$ cat src/rtl/haze_pkg.sv
// Shared widths and scan-state encoding for the 3x3 RGB window scanner.
package haze_pkg;

  localparam int PIX_W = 24;
  localparam int KSIZE = 3;
  localparam int NTAPS = KSIZE * KSIZE;
  localparam int WIN_W = NTAPS * PIX_W;  // 216

  typedef enum logic [2:0] {
    S_IDLE,
    S_FETCH,
    S_CAPT,
    S_LOAD,
    S_VALID,
    S_DONE
  } scan_state_e;

endpackage

$ cat src/rtl/window_addr_gen.sv
// Row-major pixel address of tap k (0..8) of the 3x3 window centred on (cx, cy).
module window_addr_gen #(
  parameter int IMG_W  = 64,
  parameter int ADDR_W = 12
) (
  input  logic [15:0]       cx,
  input  logic [15:0]       cy,
  input  logic [3:0]        k,
  output logic [ADDR_W-1:0] addr
);

  logic [1:0]  row_off;
  logic [1:0]  col_off;
  logic [31:0] row;
  logic [31:0] col;

  // Table lookup in place of k/3 and k%3 keeps the divider out of the address path.
  always_comb begin
    unique case (k)
      4'd0, 4'd1, 4'd2: row_off = 2'd0;
      4'd3, 4'd4, 4'd5: row_off = 2'd1;
      default:          row_off = 2'd2;
    endcase
    unique case (k)
      4'd0, 4'd3, 4'd6: col_off = 2'd0;
      4'd1, 4'd4, 4'd7: col_off = 2'd1;
      default:          col_off = 2'd2;
    endcase
    row  = 32'(cy) - 32'd1 + 32'(row_off);
    col  = 32'(cx) - 32'd1 + 32'(col_off);
    addr = ADDR_W'(row * 32'(IMG_W) + col);
  end

endmodule

$ cat src/rtl/window_scan_ctrl.sv
// Frame scanner: fetches every interior 3x3 RGB window from pixel memory and
// hands it downstream with a valid/ready handshake.
module window_scan_ctrl
  import haze_pkg::*;
#(
  parameter int IMG_W  = 64,
  parameter int IMG_H  = 64,
  parameter int ADDR_W = 12
) (
  input  logic              clk,
  input  logic              rst,
  input  logic              start,
  output logic              mem_rd,
  output logic [ADDR_W-1:0] mem_addr,
  input  logic [PIX_W-1:0]  mem_data,
  output logic [WIN_W-1:0]  win,
  output logic              load,
  output logic              win_valid,
  input  logic              win_ready,
  output logic [15:0]       cx,
  output logic [15:0]       cy,
  output logic              busy,
  output logic              done
);

  localparam logic [15:0] CX_LAST = 16'(IMG_W - 2);
  localparam logic [15:0] CY_LAST = 16'(IMG_H - 2);

  scan_state_e       state_q, state_d;
  logic [3:0]        k_q, k_d;
  logic [15:0]       cx_q, cx_d;
  logic [15:0]       cy_q, cy_d;
  logic [WIN_W-1:0]  win_q, win_d;
  logic [ADDR_W-1:0] tap_addr;
  logic [3:0]        slot;
  logic              capture;

  window_addr_gen #(
    .IMG_W (IMG_W),
    .ADDR_W(ADDR_W)
  ) u_addr_gen (
    .cx  (cx_q),
    .cy  (cy_q),
    .k   (k_q),
    .addr(tap_addr)
  );

  always_ff @(posedge clk or posedge rst) begin
    if (rst) begin
      state_q <= S_IDLE;
      k_q     <= 4'd0;
      cx_q    <= 16'd1;
      cy_q    <= 16'd1;
      // NOTE: the window bank is reset even though it is datapath, because win
      // is a visible output whose reset value is 0.
      win_q   <= '0;
    end else begin
      // NOTE: non-blocking assignments here so every flop samples pre-edge values.
      state_q <= state_d;
      k_q     <= k_d;
      cx_q    <= cx_d;
      cy_q    <= cy_d;
      win_q   <= win_d;
    end
  end

  // Read data lags mem_rd by a cycle: FETCH step k stores tap k-1, CAPT stores tap 8.
  assign capture = ((state_q == S_FETCH) && (k_q != 4'd0)) || (state_q == S_CAPT);
  assign slot    = (state_q == S_CAPT) ? 4'd8 : (k_q - 4'd1);

  always_comb begin
    // NOTE: every variable gets a default first so no path leaves one unassigned (no latches).
    state_d = state_q;
    k_d     = k_q;
    cx_d    = cx_q;
    cy_d    = cy_q;
    win_d   = win_q;

    if (capture) begin
      win_d[(WIN_W - 1) - PIX_W * int'(slot) -: PIX_W] = mem_data;
    end

    unique case (state_q)
      S_IDLE: begin
        if (start) begin
          state_d = S_FETCH;
          k_d     = 4'd0;
          cx_d    = 16'd1;
          cy_d    = 16'd1;
        end
      end
      S_FETCH: begin
        if (k_q == 4'd8) begin
          state_d = S_CAPT;
          k_d     = 4'd0;
        end else begin
          k_d = k_q + 4'd1;
        end
      end
      S_CAPT:  state_d = S_LOAD;
      S_LOAD:  state_d = S_VALID;
      S_VALID: begin
        if (win_ready) begin
          if (cx_q != CX_LAST) begin
            cx_d    = cx_q + 16'd1;
            state_d = S_FETCH;
          end else if (cy_q != CY_LAST) begin
            cx_d    = 16'd1;
            cy_d    = cy_q + 16'd1;
            state_d = S_FETCH;
          end else begin
            state_d = S_DONE;
          end
        end
      end
      S_DONE:  state_d = S_IDLE;
      default: state_d = S_IDLE;
    endcase
  end

  assign mem_rd    = (state_q == S_FETCH);
  assign mem_addr  = mem_rd ? tap_addr : '0;
  assign load      = (state_q == S_LOAD);
  assign win_valid = (state_q == S_VALID);
  assign done      = (state_q == S_DONE);
  assign busy      = (state_q != S_IDLE);
  assign win       = win_q;
  assign cx        = cx_q;
  assign cy        = cy_q;

endmodule

$ cat config.mk
export PLATFORM = sky130hd
export DESIGN_NAME = window_scan_ctrl
export DESIGN_NICKNAME = d
export VERILOG_FILES = /design/src/rtl/haze_pkg.sv /design/src/rtl/window_addr_gen.sv /design/src/rtl/window_scan_ctrl.sv
export SDC_FILE = /design/constraint.sdc
export NUM_CORES = 1
export LEC_CHECK = 0
export CORE_MARGIN = 5
export CORE_UTILIZATION = 52
export DETAILED_ROUTE_END_ITERATION = 8
export GPL_ROUTABILITY_DRIVEN = 0
export HOLD_SLACK_MARGIN = 0.06
export MAX_ROUTING_LAYER = met4
export PLACE_DENSITY = 0.91
export SLEW_MARGIN = 15
export SYNTH_ARGS = -nofsm -noshare
export SYNTH_HDL_FRONTEND = slang
export SYNTH_SLANG_ARGS = --single-unit
$ cat constraint.sdc
create_clock -name clk -period 12.7 [get_ports clk]
set_clock_uncertainty 0.1 [all_clocks]
set_input_delay 2.54 -clock clk [delete_from_list [all_inputs] [get_ports clk]]
set_output_delay 2.54 -clock clk [all_outputs]
set_load 0.01 [all_outputs]
== Yosys cells after proc, flatten, opt, wreduce, memory -nomap -nowiden ==
Cells that the tools add are included.
Widths: inputs -> output; s select.

* Bits in registers: 255
* Input bits: 28
* Word-level logic and storage cells: 79

* Add/sub/neg operators: 11
* Multipliers: 1
* Eq/ne operators: 21
* Shift operators: 2
* Multiplexer cells: 23
* Reductions and logical operators: 16

{| class="wikitable"
|+ Operators by type and width
! cell !! count
|-
| $shift 24x33->239 const A || 1
|-
| $shiftx 24x33->239 || 1
|-
| $bwmux 216 || 1
|-
| $mux 16 || 7
|-
| $pmux 16 s2 || 2
|-
| $neg 10->33 || 1
|-
| $add 16x1->16 const B || 2
|-
| $ne 16x6->1 const B || 2
|-
| $eq 4x3->1 const B || 4
|-
| $mux 3 || 5
|-
| $pmux 3 s5 || 1
|-
| $add 12x12->12 || 1
|-
| $add 12x2->12 || 1
|-
| $mux 12 || 1
|-
| $mux 4 || 3
|-
| $reduce_or 3->1 || 4
|-
| $sub 12x1->12 const B || 1
|-
| $sub 8x9->10 const A || 1
|-
| $eq 4x2->1 const B || 2
|-
| $pmux 2 s2 || 2
|-
| $pmux 4 s2 || 1
|-
| $add 6x2->6 || 1
|-
| $eq 3x2->1 const B || 2
|-
| $eq 3x3->1 const B || 2
|-
| 21 further kinds || 25
|}

== Longest topological paths before layout ==
Gate-level depths: netlist of the first run.

* Word-level depth: 7
* Mapped depth: 20
* Depth with buffers taken out: 19

== Cells and area by module ==
From an unflattened synthesis of the first run, not the netlist that was laid out.

* Cells, all modules: 1236
* Area total of the unflattened synthesis: 13898.3 um^2

{| class="wikitable"
|+ Modules (own cells, without submodules)
! module !! times used !! cells an instance !! area each (um^2) !! seq. area each (um^2)
|-
| window_scan_ctrl || 1 || 1116 || 13036.3 || 6383.6
|-
| window_addr_gen || 1 || 120 || 862.1 || 0.0
|}

== Worst setup path before layout of the first run ==
No wires, ideal clock.

* Kind: register to output
* From: register k_q[0]
* To: output port mem_addr[10]
* Data arrival time: 3.609 ns
* Required time: 10.060 ns
* Slack: 6.451 ns
* Stages on the path, launching flop included: 19
* Path through: dfrtp_1 > buf_2 > inv_1 > ha_1 > nor2_1 > a21oi_1 > ha_1 > inv_1 > ha_1 > fa_1 > xnor2_1 > ha_1 > inv_1 > ha_1 > a2111oi_0 > o21ai_0 > nand2_1 > xor2_1 > nor2_1

* Longest elaborated chain between the ends: 6
* Elaborated cells on any way between the ends: 18
* Those cells by class: 3 x add/sub; 7 x eq/ne; 3 x mux; 5 x reduce/logical

{| class="wikitable"
|+ Ends and longest elaborated chain
! element !! RTL line !! text
|-
| start: declaration || window_scan_ctrl.sv:30 || <nowiki>logic [3:0] k_q, k_d;</nowiki>
|-
| start signal: assignment || window_scan_ctrl.sv:60 || <nowiki>k_q <= k_d;</nowiki>
|-
| $eq 4x1->1 (tied with other cells) || window_addr_gen.sv:19, window_addr_gen.sv:24 ||
|-
| $reduce_or 3->1, on equally long branches || window_addr_gen.sv:24, window_addr_gen.sv:19 ||
|-
| $pmux 2 s2, on equally long branches || window_addr_gen.sv:24, window_addr_gen.sv:19 ||
|-
| $add 12x2->12 or $add 6x2->6 (tied branches) || window_addr_gen.sv:30, window_addr_gen.sv:29 ||
|-
| $add 12x12->12 (*) || window_addr_gen.sv:31 || <nowiki>addr = ADDR_W'(row * 32'(IMG_W) + col);</nowiki>
|-
| $mux 12 (*) || window_scan_ctrl.sv:122 || <nowiki>assign mem_addr = mem_rd ? tap_addr : '0;</nowiki>
|-
| end: declaration || window_scan_ctrl.sv:14 || <nowiki>output logic [ADDR_W-1:0] mem_addr,</nowiki>
|}

Mark *: on every way between the ends. The rest lies on a longest branch, timed or not.

== Worst setup path after layout of the first run ==
Same ends and word-level chain as after synthesis.

==> reports/metrics.yaml, run 1 <==
status: "complete, no violations"
synth_edf_count: 0
die_x_um: 171
cp_slowest_cell: "dfrtp_1"
drive_above_1_share: 0.191
cts_setup_buffers: 0
antenna_found_initial: 0
clkTransAtPathRegs_ns: 0.06
die_h_um: 171
grt_pass1_vias: 11300
io_pins: 293
synth_cells: 1265
io_buffers: 292
tritoncts.num_buffers: 27
grt_usage: 0.277
crit_top_cell: "ha_1"
hold_viol_final: 0
arrival_ns: 5.15
crit_type: "reg2out"
critPathCaptureType: "primary output"
synth_area_sq_mm: 0.0136
hp-start: "win[166]"
grt_max_degree: 104
min_period_over_period: 0.613
dpl.hpwl_um: 30100
drv_slew: 0
clock-sinks: 255
cts-htree-levels: 1
worstMarginPinSlew_ns: 1.13
layout.cells.non_filler: 1903
fin_crit_ns: 7.79
path_cells: "inv_1 -> ha_1 -> nor2_1 -> a21oi_1 -> ha_1 -> inv_1 -> ha_1 -> fa_1 -> xnor2_1 -> ha_1 -> inv_1 -> ha_1 -> a2111oi_0 -> o21ai_0 -> nand2_1 -> xor2_1 -> nor2_1 -> clkdlybuf4s50_1"
avgSynthCellArea_sq_um: 10.7
initial_utilization: 0.524
fp-row-count: 59
die_area_sq_mm: 0.0294
synth_ff_type: "dfrtp_1"
hold_slack_ns: 0.398
cts-resized-gates: 0
drtIter0Drc: 1288
clkLatencyLatePin_ns: 0.54
grt_pass1_wl_um: 63200
async_reset_ff_frac: 1.00
critical_path.max_stage_delay_ns: 0.62
route.detailed.drc: 0
path_max_fanout: 15
rsz0062_at_grt: "no"
core_sq_mm: 0.0258
wl_per_cell_um: 21.6
crit_required_ns: 10.06
vias_per_cell: 6.06
cp-startpoint: "k_q[0]"
cts_tree: "built"
rr_startpoint: "state_q[1]"
yosysWarnings: 0
syn_to_final_growth_pct: 30.5
max-slew-margin-rel: 0.244
synth_nets: 1338
clockBufferDepth: 3
max_freq_ghz: 0.128
crit_path_start_kind: "flop"
postCtsHoldBufs: 0
fin_tns_setup_ns: 0
antenna_cells: 0
seq_area_frac_synth: 0.471
antenna_left: 0
hold_path.class: "reg2reg"
drt-total-wl_um: 41100
routed-via-count: 11500
yosysUniqueCellTypes: 73
synth-seq-cells: 255
maxCapViolCount: 0
dpl.cell_count: 1853
drtPass1Iterations: 8
setup_violations: 0
overflow: 0
nets: 1620
clockRootBuffer: "clkbuf_16"
[Yosys cell counts, types with 13 or more instances]
| master | count | share of area |
|---|---|---|
| a21oi_1 | 65 | 0.024 |
| nor2_1 | 125 | 0.035 |
| xnor2_1 | 28 | 0.018 |
| nand3_1 | 24 | 0.0089 |
| a311oi_1 | 15 | 0.0097 |
| dfrtp_1 | 253 | 0.47 |
| clkbuf_1 | 30 | 0.0083 |
| o21ai_0 | 37 | 0.014 |
| ha_1 | 42 | 0.039 |
| mux2_2 | 197 | 0.16 |
| nand2_1 | 108 | 0.030 |
| nand4_1 | 15 | 0.0069 |
| a22oi_1 | 41 | 0.023 |
| nor3_1 | 14 | 0.0052 |
| buf_2 | 13 | 0.0048 |
| and2_1 | 26 | 0.012 |
| inv_1 | 56 | 0.016 |
[final timing paths]
kind,end,slack (ns),depth (start not counted)
min,win[166],0.40,2
min reg2reg,win[166],0.40,2
max reg2reg,win[182],6.58,12
max,mem_addr[10],4.91,18
max in group asynchronous,win[174],8.62,3
min in group asynchronous,cy[13],2.43,2
[placed cells by master, fill, tap and decap left out, types with 6 or more instances in the layout]
cell type	synthesis	layout
clkdlybuf4s50_1	0	292
dfrtp_1	253	253
mux2_2	197	197
nor2_1	125	124
nand2_1	108	108
a21oi_1	65	64
inv_1	56	55
ha_1	42	42
a22oi_1	41	41
o21ai_0	37	37
xnor2_1	28	27
clkbuf_16	0	27
and2_1	26	26
nand3_1	24	24
nand4_1	15	15
a311oi_1	15	15
nor3_1	14	14
buf_4	2	14
xor2_1	12	12
and3_1	12	12
a21o_1	9	9
nor3_2	9	9
a22o_1	9	9
mux2i_1	8	8
nor4_1	8	7
nor3b_1	7	7
clkbuf_8	0	7
or3_1	6	6
clkbuf_1	30	6
[final cells by class]
class                           instances  area, sq um
Fill cell                            1842         8150
Multi-Input combinational cell        897         6720
Sequential cell                       255         6380
Timing Repair Buffer                  306         3030
Clock buffer                           40          795
Tap cell                              335          419
Inverter                               60          233
Clock inverter                         10          111
[per-layer routing]
layer	share of wire	wire length [um]	track usage	vias up
met2	0.48	19600	0.451	702
met4	0.042	1730	0.0841	0
met1	0.39	15900	0.358	5638
met3	0.092	3780	0.0494	147
met5	0	0	-	-
li1	-	-	-	5041
[flip-flops by register name (all words and copies together) (netlist names)]
name,flops
cx,16
k_q,4
win,216
cy,16
state_q,3
[worst max-delay path, delay by kind of cell, from the launching register on]
family,cells,cell delay (ns)
AOI/OAI and AO/OA,3,0.72
xor gates and xnor gates,2,0.21
adders and majority gates,6,1.83
buffers and inverters,4,0.85
DFF,1,0.62
and+or+nand+nor,3,0.34
[per-stage QoR]
stage / cell area, sq um / setup WS [ns] / util
after floorplan: 13600 / 3.05 / -
after global placement: 16800 / 5.73 / 0.649
after detailed placement: 16800 / 5.56 / 0.649
after CTS: 17700 / 4.92 / 0.684
after global routing: 17700 / 4.67 / 0.685
final: 17700 / 4.91 / 0.685
[logic make-up after synthesis]
group,synth area share
xor gates and xnor gates,0.0311
adders and majority gates,0.0432
AOI/OAI and AO/OA,0.106
DFF,0.471
buffers and inverters,0.0353
muxes,0.170
and+or+nand+nor,0.144
Power of run 1 is left out: the tool's default activity adds up to more than one toggle a clock period on the data nets, which glitch-free logic cannot reach.
==> run 2: changes to the inputs <==
Clock period 12.7 ns to 7.55 ns, I/O delays scaled along.
==> reports/metrics.yaml, run 2 (synthesis results as in run 1) <==
maxCapViolCount: 0  # unchanged
dpl.hpwl_um: 29800  # -1.1%
grt_usage: 0.275  # -0.00218
seq_area_sq_mm: 0.00638  # unchanged
antenna_left: 0  # unchanged
dpl.cell_count: 1855  # +0.11%
ff2ff_path_depth: 11  # -1
crit_type: "reg2out"
clock-sinks: 255  # unchanged
multi_input_area_sq_mm: 0.00671  # about the same
path_max_fanout: 15  # unchanged
hp-start: "win[51]"
grt_pass1_vias: 11400  # +1.2%
failed_checks: "DRC"
cpLargestDelayFamily: "adder cells"
fin_crit_ns: 6.75
crit_required_ns: 5.94  # -4.12 ns
maxUsedRoutingLayer: "met4"
clockBufferDepth: 3  # unchanged
clockRootBuffer: "clkbuf_16"
layout.cells.non_filler: 1907  # +0.21%
fillCellCount: 1797  # -2.4%
placed_cell_area_sq_mm: 0.0168  # +0.14%
wl_met1_um: 16000  # +0.58%
layout_commonest_cell: "clkdlybuf4s50_1"
rsz0062_at_grt: "no"
postCtsHoldBufs: 0  # unchanged
max-slew-margin-rel: 0.229  # -0.0156
cts-htree-levels: 1  # unchanged
grt_pass1_wl_um: 62900  # -0.41%
crit_buf_inv: 4  # unchanged
fin_tns_setup_ns: 0  # unchanged
arrival_ns: 5.14  # about the same
route.detailed.drc: 1  # +1
io_buffers: 292  # unchanged
drtPass1Iterations: 9  # +1
critPathCaptureType: "primary output"
setup_violations: 0  # unchanged
min_period_over_period: 0.894
status: "complete, but fails checks"
max_freq_ghz: 0.148
drt-total-wl_um: 40600  # -1.2%
antenna_found_initial: 2  # +2
tritoncts.num_buffers: 28  # +3.7%
rr_startpoint: "state_q[1]"
cts_tree: "built"
drv_slew: 0  # unchanged
io_pins: 293  # unchanged
route.met3.wl_um: 3680  # -2.6%
nets: 1623  # +0.19%
vias_per_cell: 6.02  # -0.64%
min_delay_worst_endpoint: "win[51]"
final_util: 0.687  # +0.00232
hold_viol_final: 0  # unchanged
die_area_sq_mm: 0.0294  # unchanged
holdPathStages: 1  # -1
crit_top_cell: "ha_1"
worstMarginPinSlew_ns: 1.15  # +0.0268 ns
drtIter0Drc: 1417  # +10%
grt_max_degree: 128  # +23%
fin_area_sq_mm: 0.0177  # +0.34%
largest_reg_flops: 216  # unchanged
path_cells: "inv_1 -> ha_1 -> nor2_1 -> a21oi_1 -> ha_1 -> inv_1 -> ha_1 -> fa_1 -> xnor2_1 -> ha_1 -> inv_1 -> ha_1 -> a2111oi_0 -> o21ai_0 -> nand2_1 -> xor2_1 -> nor2_1 -> clkdlybuf4s50_1"
wl_met2_um: 19200  # -2.2%
clkLatencyLatePin_ns: 0.55  # about the same
drive_above_1_share: 0.191  # +0.000394
crit_path_start_kind: "flop"
die_h_um: 171  # unchanged
cts-resized-gates: 0  # unchanged
overflow: 0  # unchanged
die_x_um: 171  # unchanged
cp_slowest_cell: "dfrtp_1"
layout_common_cells: "clkdlybuf4s50_1, dfrtp_1, mux2_2, nor2_1, nand2_1"
core_sq_mm: 0.0258  # unchanged
initial_utilization: 0.524  # unchanged
cts_setup_buffers: 0  # unchanged
fp-row-count: 59  # unchanged
critical_path.max_stage_delay_ns: 0.63  # about the same
wl_per_cell_um: 21.3  # -1.4%
routed-via-count: 11500  # -0.43%
rrSetupSlack_ns: 1.48  # -5.10 ns
clkTransAtPathRegs_ns: 0.06  # about the same
syn_to_final_growth_pct: 31.0
hold_path.class: "reg2reg"
r2r_end: "win[130]"
-- run 2: cell count changes in the layout (fill, tap and decap cells not counted), sizes merged --
cell	before	now
clkbuf	40	37
buf	14	16
clkinv	7	9
clkinvlp	0	2
diode	0	2
inv	61	59
bufinv	2	3
-- run 2: cell type report --
class / count / share of cell area
Antenna cell: 2 / 0.000282
Multi-Input combinational cell: 897 / 0.378
Sequential cell: 255 / 0.360
Tap cell: 335 / 0.0236
Timing Repair Buffer: 308 / 0.172
Clock buffer: 37 / 0.0431
Inverter: 60 / 0.0129
Clock inverter: 13 / 0.00987
-- run 2: worst max-delay path by stage --
stage                   endpoint   start  depth (start not counted)
global placement    mem_addr[10]  k_q[0]                         18
CTS                 mem_addr[10]  k_q[0]                         18
floorplan           mem_addr[10]  k_q[0]                         18
finish              mem_addr[10]  k_q[0]                         18
detailed placement  mem_addr[10]  k_q[0]                         18
global route        mem_addr[10]  k_q[0]                         19
-- run 2: stage by stage --
step                hold slack [ns]  setup WS [ns]
floorplan                     0.399           2.33
global placement              0.378           1.61
detailed placement            0.395           1.40
CTS                           0.408          0.831
global route                  0.425          0.542
finish                        0.402          0.797
-- run 2: worst register-to-register path: stages, from the launching register on --
cell,delay (ns)
dfrtp_1,0.57
or3b_1,0.59
nand2_4,0.39
inv_2,0.35
ha_1,0.35
fa_1,0.76
nor2_1,0.14
nor2_1,0.28
xnor3_1,0.66
nor3b_1,0.74
nand3_1,0.57
mux2_2,0.45
-- run 2: metal layers --
| layer | up-vias | global-route usage |
|---|---|---|
| met5 | - | - |
| li1 | 5069 | - |
| met4 | 0 | 0.0944 |
| met3 | 156 | 0.0522 |
| met1 | 5565 | 0.357 |
| met2 | 688 | 0.438 |
Power of run 2 is left out for the same reason.
